<file path="config.mk">
export PLATFORM = sky130hd
export DESIGN_NAME = fetch_ctrl
export DESIGN_NICKNAME = d
export VERILOG_FILES = /design/src/rtl/fetch_ctrl.sv
export SDC_FILE = /design/constraint.sdc
export NUM_CORES = 1
export LEC_CHECK = 0
export BUFFER_PORTS_ARGS = -buffer_cell sky130_fd_sc_hd__buf_4
export CAP_MARGIN = 15
export CORE_MARGIN = 5
export CORE_UTILIZATION = 49
export CTS_CLUSTER_SIZE = 20
export DETAILED_ROUTE_END_ITERATION = 10
export PLACE_DENSITY = 0.78
export SYNTH_ARGS = -nofsm -noshare
export SYNTH_HDL_FRONTEND = slang
export SYNTH_SLANG_ARGS = --single-unit
</file>
<file path="constraint.sdc">
create_clock -name clk -period 2.08 [get_ports clk]
set_input_delay 0 -clock clk [delete_from_list [all_inputs] [get_ports clk]]
set_output_delay 0 -clock clk [all_outputs]
set_load 0.01 [all_outputs]
</file>
<file path="src/rtl/fetch_ctrl.sv">
// Instruction-fetch sequencer: reads the word at pc, latches it as ir_out, offers it via ir_valid/ir_ready.
// ir_valid rises one cycle after mem_resp; fetching stalls in HOLD while ir_ready is low.
module fetch_ctrl #(
   parameter logic [31:0] RESET_PC = 32'h0000_0060
) (
   input  logic        clk,
   input  logic        rst_n,
   output logic        mem_read,
   output logic [31:0] mem_address,
   input  logic [31:0] mem_rdata,
   input  logic        mem_resp,
   output logic [31:0] ir_out,
   output logic [31:0] ir_pc,
   output logic        ir_valid,
   input  logic        ir_ready,
   input  logic        redirect,
   input  logic [31:0] redirect_pc,
   output logic [31:0] fetch_count
);

   typedef enum logic [1:0] {IDLE, FETCH, DISCARD, HOLD} state_t;

   state_t      state;
   logic [31:0] pc;
   logic [31:0] target;

   assign target = redirect_pc & ~32'd3;

   always_ff @(posedge clk) begin
      if (!rst_n) begin
         state       <= IDLE;
         pc          <= RESET_PC;
         mem_read    <= 1'b0;
         mem_address <= 32'd0;
         ir_out      <= 32'd0;
         ir_pc       <= 32'd0;
         ir_valid    <= 1'b0;
         fetch_count <= 32'd0;
      end else begin
         case (state)
            IDLE: begin
               state    <= FETCH;
               mem_read <= 1'b1;
               if (redirect) begin
                  pc          <= target;
                  mem_address <= target;
               end else begin
                  mem_address <= pc;
               end
            end
            FETCH: begin
               if (redirect) begin
                  pc <= target;
                  // A response landing with the redirect completes the old request, so reissue at once.
                  if (mem_resp) mem_address <= target;
                  else          state       <= DISCARD;
               end else if (mem_resp) begin
                  ir_out   <= mem_rdata;
                  ir_pc    <= mem_address;
                  ir_valid <= 1'b1;
                  mem_read <= 1'b0;
                  state    <= HOLD;
               end
            end
            DISCARD: begin
               if (redirect) pc <= target;
               if (mem_resp) begin
                  state       <= FETCH;
                  mem_address <= redirect ? target : pc;
               end
            end
            HOLD: begin
               if (redirect) begin
                  pc          <= target;
                  mem_address <= target;
                  mem_read    <= 1'b1;
                  ir_valid    <= 1'b0;
                  state       <= FETCH;
                  if (ir_ready) fetch_count <= fetch_count + 32'd1;
               end else if (ir_ready) begin
                  pc          <= pc + 32'd4;
                  mem_address <= pc + 32'd4;
                  mem_read    <= 1'b1;
                  ir_valid    <= 1'b0;
                  fetch_count <= fetch_count + 32'd1;
                  state       <= FETCH;
               end
            end
            default: state <= IDLE;
         endcase
      end
   end

   // IDLE may still see the tail of a request abandoned by reset; only HOLD is a true protocol error.
   assert property (@(posedge clk) disable iff (!rst_n) !(mem_resp && state == HOLD));

endmodule

</file>
==> impl_metrics.json <==
{
  "die_area_um2": 19300,
  "finalSetupViolations": 0,
  "clock_sinks": 164,
  "clock_power_share": 0.412,
  "report.final.hold_viol_count": 0,
  "multi_input_area_um2": 4530,
  "hold_path_depth": 3,
  "ys_warn_count": 0,
  "post-place-ws_ps": 14.7,
  "area_growth_syn_to_layout_pct": 39.6,
  "cellPowerDensity_nw_per_um2": 695,
  "track_usage": 0.260,
  "cts_root_buffer": "clkbuf_16",
  "drv_cap": 0,
  "synth_edf_count": 0,
  "fin_nets": 1355,
  "ioPinCount": 199,
  "combinationalPowerShare": 0.153,
  "synth_nets": 1095,
  "synthCells": 1024,
  "routabilityCongestion": 0.990,
  "dr.pass1.iters": 8,
  "synth_top_flop_cell": "dfxtp_1",
  "critPathMaxFanout": 9,
  "diodes": 0,
  "worst_pin_slew_ps": 575,
  "antenna_found_initial": 0,
  "grt_pass1_vias": 7759,
  "crit_path_start_kind": "flip-flop",
  "use_met1": 0.366,
  "rr_worst_depth": 7,
  "required_ps": 2400,
  "drv_slew": 0,
  "dp_hpwl_um": 17400,
  "power.internal_w": 0.00572,
  "synth_area_um2": 8140,
  "wl_um": 25600,
  "ir_worst_vdd_uv": 590,
  "cp_data_arrival_time_ps": 2300,
  "port-buffer-count": 196,
  "ys_seq_area_frac": 0.403,
  "dieWidth_um": 139,
  "core_um2": 16500,
  "rsz0062_at_grt": "no",
  "grt_max_degree": 66,
  "crit_path_end_kind": "flip-flop",
  "hp-class": "input port to flip-flop",
  "top_usage_layer": "met2",
  "r2r_slack_ps": 100,
  "hold_end": "pc[9]",
  "hp-start": "redirect",
  "setup_ws_ps": 97.8,
  "cp_slowest_cell": "dfxtp_2",
  "wl_per_cell_um": 16.9,
  "initial_utilization": 0.494,
  "tns_ps": 0,
  "power.leakage_nw": 4.62,
  "cts.reportedPaths.clkPinSlew_ps": 70,
  "grt_first_pass_wirelength_um": 41600,
  "drive_gt1_frac": 0.239,
  "clockBufferDepth": 2,
  "drc": 0,
  "rr_startpoint": "pc[3]",
  "fin_crit_sh": 0.953,
  "r2r_end": "mem_address[28]",
  "p_total_w": 0.00789,
  "htree_levels": 4,
  "tritoncts": "built",
  "cpPeakStageDelay_ps": 380,
  "max_freq_ghz": 0.504,
  "seq_area_um2": 3290,
  "async_reset_ff_frac": 0,
  "global_route.overflow_total": 0,
  "row_count": 47,
  "fin_skew_ps": 12.1,
  "path_cells": "ha_1, and4_2, nand4_4, nor3_2, xnor2_1, a21oi_1, o221a_2",
  "slew-limit-headroom": 0.615,
  "crit_type": "flip-flop to flip-flop",
  "swShare": 0.276,
  "fill_cells": 1284,
  "cts_made_buffers": 17,
  "syn_area_per_cell_um2": 7.95,
  "drt_iter0_markers": 758,
  "die_h_um": 139,
  "clk_latency_ps": 430,
  "synth-seq-cells": 164,
  "status": "complete, no violations",
  "ant_nets": 0,
  "use_met2": 0.399,
  "power.switching_w": 0.00217,
  "seqPwrFrac": 0.436,
  "fin_crit_ps": 1980,
  "vias": 8369,
  "avgViaCountPerCell": 5.52,
  "grt.met3_usage": 0.0521,
  "synth.distinct_cells": 57
}
## registers in the layout, indices dropped and copies added, names as in the netlist
register / count
mem_read: 1
ir_pc: 32
ir_valid: 1
ir_out: 32
mem_address: 32
state: 2
fetch_count: 32
pc: 32
## cell families (layout without fill, tap and decap cells)
| family | count (synthesis) | in the layout | share of synthesized area |
|---|---|---|---|
| compound gates | 286 | 286 | 0.227 |
| buf+inv | 90 | 363 | 0.0452 |
| mux | 18 | 18 | 0.0223 |
| flops | 164 | 164 | 0.403 |
| fa+ha+maj | 2 | 2 | 0.00307 |
| simple gates | 411 | 411 | 0.242 |
| xor+xnor | 53 | 53 | 0.0570 |
## metal layers
metal  part of all wire  vias to the layer above
li1                   -                     4077
met1               0.45                     3843
met2               0.44                      387
met3              0.079                       62
met4              0.027                        0
met5                  0                        -
## Yosys cell counts, drive strengths merged, types with 2 or more instances
library cell | instances | area [um^2]
a21oi | 65 | 325
nor2b | 6 | 37.5
nand2 | 218 | 818
nor3b | 2 | 15.0
nand3 | 22 | 115
nor4 | 7 | 65.1
nand4 | 16 | 136
and4 | 6 | 52.6
xnor2 | 35 | 307
o22a | 5 | 43.8
nand2b | 11 | 68.8
o211ai | 8 | 60.1
xor2 | 18 | 158
inv | 10 | 37.5
buf | 24 | 120
mux2i | 17 | 170
and2 | 27 | 169
o21ai | 67 | 335
ha | 2 | 25.0
dfxtp | 164 | 3280
a21boi | 81 | 608
o311ai | 3 | 26.3
o22ai | 2 | 12.5
nor3 | 13 | 75.1
clkbuf | 56 | 210
o221ai | 8 | 70.1
o21a | 10 | 75.1
a31oi | 16 | 100
a221oi | 4 | 35.0
a21o | 2 | 15.0
o211a | 5 | 50.1
or3 | 14 | 87.6
and3 | 20 | 125
a311oi | 2 | 17.5
nor2 | 45 | 171
o221a | 2 | 22.5
## worst max-delay path: cells and delay by family, from the launching register on
family,cells,cell delay [ps]
DFF,1,380
and+or+nand+nor,3,840
xor gates and xnor gates,1,150
adders and majority gates,1,170
AOI/OAI and AO/OA,2,320
## cell usage in the layout, fill, tap and decap left out, types with 21 or more instances in the layout
master and instances:
dfxtp_1 162, o21ai_0 64, xnor2_1 35, buf_4 250
a21oi_1 65, nand2_1 217, nand3_1 21, nor2_1 44
a21boi_0 81, and2_1 26, dlygate4sd3_1 67
## what timing repair did
item | in CTS | in global routing
pin swaps | 0 | 1
hold endpoints to repair | 94 | 0
hold buffers | 67 | 0
resized for setup | 1 | 11
endpoints found under the setup margin | 2 | 18
buffers inserted | 0 | 1
## through the flow
stage / utilization / area, um^2 / hold slack [ps] / cells
final: 0.690 / 11400 / 29.3 / 1517
after CTS: 0.688 / 11300 / 6.62 / 1516
after global routing: 0.690 / 11400 / 43.9 / 1517
after floorplan: - / 8140 / 125 / 1024
after global placement: 0.610 / 10000 / 248 / 1417
after detailed placement: 0.610 / 10000 / 244 / 1417
## power by group through the flow
stage | clock network (W) | logic (W) | registers [W]
floorplan | 0 | 0.000526 | 0.00351
global placement | 0 | 0.00106 | 0.00350
detailed placement | 0 | 0.00107 | 0.00350
CTS | 0.00329 | 0.00118 | 0.00343
global route | 0.00343 | 0.00130 | 0.00345
finish | 0.00325 | 0.00120 | 0.00344
## worst max-delay path by stage
stage	from	end	slack [ps]	depth (start not counted)
2_1_floorplan	pc[2]	mem_address[26]	150	8
3_3_place_gp	pc[3]	mem_address[26]	80	7
3_5_place_dp	pc[3]	mem_address[26]	10	7
4_1_cts	pc[5]	mem_address[11]	10	7
5_1_grt	state[1]	state[0]	30	7
6_report	pc[3]	mem_address[28]	100	7
## layout make-up
type / instances / area share
clock buffers: 18 / 0.0387
clock inverters: 14 / 0.0148
inverters: 10 / 0.00330
multi-input cells: 770 / 0.399
flip-flops and latches: 164 / 0.289
well taps: 220 / 0.0242
repair buffers: 321 / 0.231
No activity file was read; power rests on OpenSTA's default activity.
